File: src/rtl/seq_divider_if.sv
// Operand/result handshake bundle for seq_divider.
//
// Handshake rules (both channels): the source raises valid and holds the
// payload stable until the transfer completes; a transfer completes on a
// rising clk edge where valid, ready and the block's ce are all high.
// ready never depends on valid, so there is no combinational loop.
interface seq_divider_if #(
  parameter int WIDTH_N = 36,
  parameter int WIDTH_D = 18
);
  logic               in_valid;
  logic               in_ready;
  logic [WIDTH_N-1:0] dividend;
  logic [WIDTH_D-1:0] divisor;
  logic               out_valid;
  logic               out_ready;
  logic [WIDTH_N-1:0] quotient;
  logic [WIDTH_D-1:0] remainder;
  logic               div_by_zero;

  // Producer of operands / consumer of results.
  modport master (
    output in_valid, dividend, divisor, out_ready,
    input  in_ready, out_valid, quotient, remainder, div_by_zero
  );

  // The divider itself.
  modport slave (
    input  in_valid, dividend, divisor, out_ready,
    output in_ready, out_valid, quotient, remainder, div_by_zero
  );
endinterface

File: src/rtl/seq_divider.sv
// Iterative unsigned restoring divider: one quotient bit per ce-high clock,
// built in fabric only. Dividend bits shift out of the top of r_dvd while
// quotient bits shift in at the bottom, so r_dvd ends holding the quotient.
module seq_divider #(
  parameter int WIDTH_N = 36,
  parameter int WIDTH_D = 18
) (
  input  logic         clk,
  input  logic         rst_n,
  input  logic         ce,
  seq_divider_if.slave bus,
  output logic [1:0]   o_dbg_state
);

  localparam int CNT_W = (WIDTH_N > 2) ? $clog2(WIDTH_N) : 1;

  typedef enum logic [1:0] {
    S_IDLE = 2'd0,
    S_CALC = 2'd1,
    S_DONE = 2'd2
  } state_t;

  state_t             r_state;
  state_t             w_state_nxt;

  logic [WIDTH_N-1:0] r_dvd;      // dividend shifting out, quotient shifting in
  logic [WIDTH_D-1:0] r_dvs;      // latched divisor
  logic [WIDTH_D-1:0] r_rem;      // partial remainder, always < divisor
  logic [CNT_W-1:0]   r_cnt;      // iterations left after the current one

  logic [WIDTH_N-1:0] r_quo;
  logic [WIDTH_D-1:0] r_rem_out;
  logic               r_dbz;

  logic               w_accept;
  logic               w_release;
  logic               w_last;
  logic               w_dvs_zero;
  logic [WIDTH_D:0]   w_trial;
  logic [WIDTH_D:0]   w_diff;
  logic               w_ge;
  logic [WIDTH_D-1:0] w_rem_nxt;
  logic [WIDTH_N-1:0] w_dvd_nxt;

  assign w_accept   = ce & bus.in_valid & (r_state == S_IDLE);
  assign w_release  = ce & bus.out_ready & (r_state == S_DONE);
  assign w_last     = (r_cnt == '0);
  assign w_dvs_zero = (bus.divisor == '0);

  // One restoring step. The trial value is WIDTH_D+1 bits wide; the borrow
  // out of the subtract is the compare result (no borrow -> trial >= divisor).
  // Because the partial remainder stays below the divisor, the difference
  // always fits back into WIDTH_D bits when it is kept.
  always_comb begin
    w_trial   = {r_rem, r_dvd[WIDTH_N-1]};
    w_diff    = w_trial - {1'b0, r_dvs};
    w_ge      = ~w_diff[WIDTH_D];
    w_rem_nxt = w_ge ? w_diff[WIDTH_D-1:0] : w_trial[WIDTH_D-1:0];
    w_dvd_nxt = {r_dvd[WIDTH_N-2:0], w_ge};
  end

  // State register.
  always_ff @(posedge clk or negedge rst_n) begin
    if (!rst_n) begin
      r_state <= S_IDLE;
    end else begin
      r_state <= w_state_nxt;
    end
  end

  // Next-state logic; ce is folded into every transition.
  always_comb begin
    w_state_nxt = r_state;
    case (r_state)
      S_IDLE: begin
        if (w_accept) begin
          w_state_nxt = w_dvs_zero ? S_DONE : S_CALC;
        end
      end
      S_CALC: begin
        if (ce && w_last) begin
          w_state_nxt = S_DONE;
        end
      end
      S_DONE: begin
        if (w_release) begin
          w_state_nxt = S_IDLE;
        end
      end
      default: w_state_nxt = S_IDLE;
    endcase
  end

  // Iteration datapath: load on accept, step once per ce-high edge in CALC.
  always_ff @(posedge clk or negedge rst_n) begin
    if (!rst_n) begin
      r_dvd <= '0;
      r_dvs <= '0;
      r_rem <= '0;
      r_cnt <= '0;
    end else if (w_accept) begin
      r_dvd <= bus.dividend;
      r_dvs <= bus.divisor;
      r_rem <= '0;
      r_cnt <= CNT_W'(WIDTH_N - 1);
    end else if (ce && (r_state == S_CALC)) begin
      r_dvd <= w_dvd_nxt;
      r_rem <= w_rem_nxt;
      if (!w_last) begin
        r_cnt <= r_cnt - CNT_W'(1);
      end
    end
  end

  // Result registers: set directly for a zero divisor, otherwise loaded by
  // the final iteration; they hold through DONE and until the next result.
  always_ff @(posedge clk or negedge rst_n) begin
    if (!rst_n) begin
      r_quo     <= '0;
      r_rem_out <= '0;
      r_dbz     <= 1'b0;
    end else if (w_accept) begin
      if (w_dvs_zero) begin
        r_quo     <= '1;
        r_rem_out <= '0;
        r_dbz     <= 1'b1;
      end else begin
        r_dbz     <= 1'b0;
      end
    end else if (ce && (r_state == S_CALC) && w_last) begin
      r_quo     <= w_dvd_nxt;
      r_rem_out <= w_rem_nxt;
    end
  end

  assign bus.in_ready    = (r_state == S_IDLE) & ce;
  assign bus.out_valid   = (r_state == S_DONE);
  assign bus.quotient    = r_quo;
  assign bus.remainder   = r_rem_out;
  assign bus.div_by_zero = r_dbz;
  assign o_dbg_state     = r_state;

endmodule

File: src/flat_wrapper.sv
// flat-port wrapper written by rule: the top's interface ports become plain ports
module seq_divider_flat 
#(
  parameter int WIDTH_N = 36,
  parameter int WIDTH_D = 18
)
  (clk, rst_n, ce, o_dbg_state, bus_in_valid, bus_dividend, bus_divisor, bus_out_ready, bus_in_ready, bus_out_valid, bus_quotient, bus_remainder, bus_div_by_zero);
  seq_divider_if #(.WIDTH_N(WIDTH_N), .WIDTH_D(WIDTH_D)) bus_i ();
  input  logic clk;
  input  logic rst_n;
  input  logic ce;
  output logic [1:0] o_dbg_state;
  input wire logic [$bits(bus_i.in_valid)-1:0] bus_in_valid;
  input wire logic [$bits(bus_i.dividend)-1:0] bus_dividend;
  input wire logic [$bits(bus_i.divisor)-1:0] bus_divisor;
  input wire logic [$bits(bus_i.out_ready)-1:0] bus_out_ready;
  output wire logic [$bits(bus_i.in_ready)-1:0] bus_in_ready;
  output wire logic [$bits(bus_i.out_valid)-1:0] bus_out_valid;
  output wire logic [$bits(bus_i.quotient)-1:0] bus_quotient;
  output wire logic [$bits(bus_i.remainder)-1:0] bus_remainder;
  output wire logic [$bits(bus_i.div_by_zero)-1:0] bus_div_by_zero;
  assign bus_i.in_valid = bus_in_valid;
  assign bus_i.dividend = bus_dividend;
  assign bus_i.divisor = bus_divisor;
  assign bus_i.out_ready = bus_out_ready;
  assign bus_in_ready = bus_i.in_ready;
  assign bus_out_valid = bus_i.out_valid;
  assign bus_quotient = bus_i.quotient;
  assign bus_remainder = bus_i.remainder;
  assign bus_div_by_zero = bus_i.div_by_zero;
  seq_divider #(.WIDTH_N(WIDTH_N), .WIDTH_D(WIDTH_D)) u_core (.clk(clk), .rst_n(rst_n), .ce(ce), .bus(bus_i), .o_dbg_state(o_dbg_state));
endmodule
File: config.mk
export PLATFORM = sky130hd
export DESIGN_NAME = seq_divider_flat
export DESIGN_NICKNAME = d
export VERILOG_FILES = /design/src/rtl/seq_divider_if.sv /design/src/rtl/seq_divider.sv /design/src/flat_wrapper.sv
export SDC_FILE = /design/constraint.sdc
export NUM_CORES = 1
export LEC_CHECK = 0
export CAP_MARGIN = 25
export CORE_MARGIN = 4
export CORE_UTILIZATION = 55
export DETAILED_ROUTE_END_ITERATION = 10
export HOLD_SLACK_MARGIN = 0.08
export PLACE_DENSITY = 0.83
export SLEW_MARGIN = 20
export SYNTH_ARGS = -nofsm -noshare
export SYNTH_HDL_FRONTEND = slang
export SYNTH_SLANG_ARGS = --single-unit
File: constraint.sdc
create_clock -name clk -period 6.12 [get_ports clk]
set_input_delay 1.53 -clock clk [delete_from_list [all_inputs] [get_ports clk]]
set_output_delay 1.53 -clock clk [all_outputs]
set_load 0.01 [all_outputs]
[After elaboration in Yosys (flattened, before gate mapping)]
Cells that the tools add are included.
W data, S select, Z words.
Operators by class
  add/sub/neg operators: 2
  eq/ne operators: 7
  mux-type cells: 20
  bitwise gates (word level): 6
  reduce and logical (&&, ||, !) cells: 11
Operator list (count)
  $mux W36: 5
  $mux W18: 6
  $sub A19 B18 Y19: 1
  $logic_not A18 Y1: 1
  $mux W6: 3
  $mux W2: 4
  $ne A2 B1 Y1 const B: 4
  $logic_not A6 Y1: 1
  $pmux W2 S3: 1
  $sub A6 B1 Y6 const B: 1
  $and A1 B1 Y1: 5
  $reduce_and A2 Y1: 2
  $reduce_bool A2 Y1: 2
  $logic_and A1 B1 Y1: 3
  $reduce_and A3 Y1: 1
  $eq A2 B1 Y1 const B: 1
  $eq A2 B2 Y1 const B: 1
  $logic_not A2 Y1: 1
  $ne A2 B2 Y1 const B: 1
  $mux W1: 1
  $not A1 Y1: 1
Storage, ports and cells
  register bits: 135
  input bits: 59
  output and inout bits: 59
  word-level logic and storage cells: 54

[Logic depth before layout (Yosys ltp)]
  depth in word-level cells: 5
  mapped depth: 11
  gate-level depth less buffers: 10

[Worst setup path before layout]
No wires, ideal clock.
  path type: input to output
  from: input ce
  to: output bus_in_ready
  arrival time: 1.924 ns
  setup slack: 2.666 ns
  stages: 2
  buffers on the path: 0
  cells stage by stage: and2b_1 nor2b_1
Between the ends
  word-level cells in the longest chain between the ends: 1
Ends and longest elaborated chain
  start: declaration: line flat_wrapper.sv:11  | input logic ce;
  $and A1 B1 Y1: line seq_divider.sv:136  | assign bus.in_ready = (r_state == S_IDLE) & ce;
  end: declaration: line flat_wrapper.sv:17  | output wire logic [$bits(bus_i.in_ready)-1:0] bus_in_ready;
No other way between the ends.

[Worst setup path in the final report]
Ends and elaborated chain as after synthesis.

==> flow_metrics.py <==
metrics = {
    "run_status": {
        "status": "finished clean",
    },
    "route": {
        "ant_nets": 0,
        "drtPass1Iterations": 5,
        "vias_per_cell": 5.58,
        "drtIter0Drc": 567,
        "routed_wl_um": 17000,
        "wl_per_cell_um": 16.9,
        "vias": 5622,
        "detail_route.drc_violations": 0,
    },
    "setup_path": {
        "cp_common_cell": "clkdlybuf4s50_1",
        "r2r_cells": 7,
        "r2r_setup_slack_ns": 3.06,
        "slowest_delay_ns": 0.55,
        "path_cells": "clkdlybuf4s50_1, and2b_1, nor2b_1, clkdlybuf4s50_1",
        "worstSetupStartpointType": "input port",
        "cp.arrival_ns": 3.04,
        "r2r_end": "u_core.bus.quotient[26]",
        "cp-end-kind": "output pin",
        "worst_path_max_delay_cell": "clkdlybuf4s50_1",
        "crit_type": "input port to output pin",
        "required_ns": 4.59,
        "path_depth": 4,
        "critical_path_buf_inv_count": 2,
        "worstPathMaxFanout": 6,
        "cp_top_family": "buffers and inverters",
        "rr_startpoint": "u_core.o_dbg_state[1]",
    },
    "clocking": {
        "cts.sinks": 135,
        "postCtsSetupBuffers": 0,
        "cts_root_buffer": "clkbuf_16",
        "cts_buffers": 17,
        "clk_pin_slew_ns": 0.06,
        "cts_tree": "built",
        "ctsResizeCount": 0,
        "cts.path.max_buffers": 2,
        "cts.hold.buffers_added": 0,
        "clock_latency_ns": 0.43,
        "htree_levels": 4,
    },
    "die": {
        "rows": 40,
        "fp.coreArea_um2": 12100,
        "fp.dieW_um": 119,
        "start_util_pct": 56.5,
        "die_h_um": 119,
        "ios": 118,
        "dieArea_um2": 14200,
    },
    "finish": {
        "synthToLayoutAreaGrowth_pct": 26.8,
        "nFillCells": 851,
        "drive_gt1_share_pct": 6.79,
        "fin_util_pct": 71.6,
        "antenna_cells": 0,
        "final_cell_mix": "148 x nand2_1, 135 x dfrtp_1, 116 x clkdlybuf4s50_1",
        "final_common_cell": "nand2_1",
        "final_nets": 905,
        "final_cells": 1007,
    },
    "global_route": {
        "grt_pass1_wl_um": 28400,
        "antenna_found_initial": 0,
        "grt_usage_pct": 24.8,
        "grt_pass1_vias": 5794,
        "grt.overflow.total": 0,
        "grt_max_degree": 112,
    },
    "hold_path": {
        "holdPathStages": 2,
        "holdPathEnd": "u_core.bus.quotient[1]",
        "min_from": "u_core.bus.quotient[1]",
        "hp-class": "flip-flop to flip-flop",
    },
    "yosys": {
        "synth_nets": 805,
        "syn_area_um2": 6810,
        "ys_seq_elements": 135,
        "synth_edf_count": 0,
        "ys_async_sr_fraction_pct": 100,
        "yosysTopAreaCell": "dfrtp_1",
        "yosys_warnings": 0,
        "post-synth-top-area-fraction_pct": 49.6,
        "synthFlopType": "dfrtp_1",
        "synth_cells": 726,
        "seq_area_frac_synth_pct": 49.6,
        "yosys.cell_types.count": 61,
        "synth.area.top_cells": "dfrtp_1 50%, nand2_1 8.2%, o21ai_0 8.1%",
        "syn_avg_cell_area_um2": 9.38,
    },
    "pwr": {
        "irDropWorstVdd_v": 0.000348,
        "power_leakage_nw": 3.84,
        "p_clk_share_pct": 20.9,
        "combPwrFrac_pct": 48.2,
        "switching_share_pct": 40.4,
        "p_switching_w": 0.00195,
        "seq_power_share_pct": 31.0,
        "cellPowerDensity_nw_per_um2": 559,
        "p_int_w": 0.00287,
    },
    "timing": {
        "finalHoldViolations": 0,
        "rsz0062_at_grt": "no",
        "setup_viol": 0,
        "fmax_mhz": 219,
        "max_slew.worst_pin.slew_ns": 0.934,
        "relSlewSlack_pct": 37.7,
        "fin_crit_sh_pct": 74.6,
        "skew_ns": 0.0109,
        "fin_ws_ns": 1.55,
        "report.final.slew_viol_count": 0,
        "whs_ns": 0.479,
        "fin_crit_ns": 4.57,
        "setup_tns_ns": 0,
    },
    "place": {
        "routabilityCongestion": 1.00,
        "dp.cells": 975,
        "preCtsSetupSlack_ns": 1.50,
        "place_hpwl_um": 11600,
        "io_buffers": 117,
    },
    "flow_run": {
        "max_cap_violations": 0,
    },
}
==> cells in the mapped netlist, drive strengths merged (3+ instances only) <==
cell type / n
nor2: 56
nor3: 6
mux2i: 47
a21o: 3
clkbuf: 19
ha: 19
o21a: 5
mux2: 9
nand2b: 7
and2: 3
o211ai: 3
buf: 22
xor2: 9
nand4: 6
nand2: 149
dfrtp: 135
a32oi: 5
nand3: 5
inv: 23
a21oi: 25
nor2b: 4
xnor2: 9
o21ai: 130
nor4: 4
==> through the flow <==
stage                     power, W  cell area, um^2
after global routing       0.00518             8640
after global placement     0.00369             8040
after detailed placement   0.00378             8060
after CTS                  0.00482             8640
final                      0.00482             8640
after floorplan            0.00313             6810
==> worst min-delay path: stages, from the launching register on <==
cell and delay (ns):
dfrtp_1 0.34, nand2_1 0.04, o21ai_0 0.06
==> how the worst max path moves through the flow <==
stage | to | startpoint
after floorplan | bus_in_ready | ce
after global placement | bus_in_ready | ce
after detailed placement | u_core.bus.quotient[13] | ce
after CTS | bus_in_ready | ce
after global routing | bus_in_ready | ce
final | bus_in_ready | ce
==> metal layers <==
layer | vias up | wire (um) | global-route usage [%]
li1 | 2688 | - | -
met4 | 0 | 355 | 9.05
met1 | 2702 | 7440 | 32.8
met3 | 33 | 1150 | 6.79
met2 | 199 | 8100 | 39.4
met5 | - | 0 | 0
==> sequential cells by signal, indices dropped and copies added (netlist names) <==
| name | cells |
|---|---|
| u_core.bus.div_by_zero | 1 |
| u_core.bus.quotient | 36 |
| u_core.r_dvs | 18 |
| u_core.r_rem | 18 |
| u_core.r_cnt | 6 |
| u_core.o_dbg_state | 2 |
| u_core.bus.remainder | 18 |
| u_core.r_dvd | 36 |
==> kinds of logic (layout without fill, tap and decap cells) <==
| family | Yosys count | after routing | share of synthesized area [%] |
|---|---|---|---|
| AO/OA/AOI/OAI | 185 | 185 | 15.3 |
| XOR/XNOR | 18 | 18 | 2.70 |
| AND/OR/NAND/NOR | 248 | 248 | 16.0 |
| buffers and inverters | 64 | 177 | 4.15 |
| flip-flops | 135 | 135 | 49.6 |
| multiplexers | 56 | 56 | 8.50 |
| adder cells (fa/ha/maj) | 20 | 20 | 3.78 |
==> layout make-up <==
| type | count | area (um^2) | share of cell area, % |
|---|---|---|---|
| clock inverter | 13 | 149 | 1.72 |
| clock buffer | 19 | 433 | 5.01 |
| multi-input combinational | 527 | 3160 | 36.6 |
| inverter | 23 | 86.3 | 1.00 |
| timing repair buffer | 122 | 1220 | 14.1 |
| tap | 168 | 210 | 2.43 |
| sequential | 135 | 3380 | 39.1 |
==> power groups by stage <==
stage          Sequential (W)  Combinational, W  Clock, W
3_3_place_gp          0.00148           0.00221         0
4_1_cts               0.00149           0.00232   0.00102
3_5_place_dp          0.00150           0.00228         0
6_report              0.00149           0.00232   0.00101
5_1_grt               0.00154           0.00258   0.00106
2_1_floorplan         0.00148           0.00164         0
No activity file was read; power rests on OpenSTA's default activity.
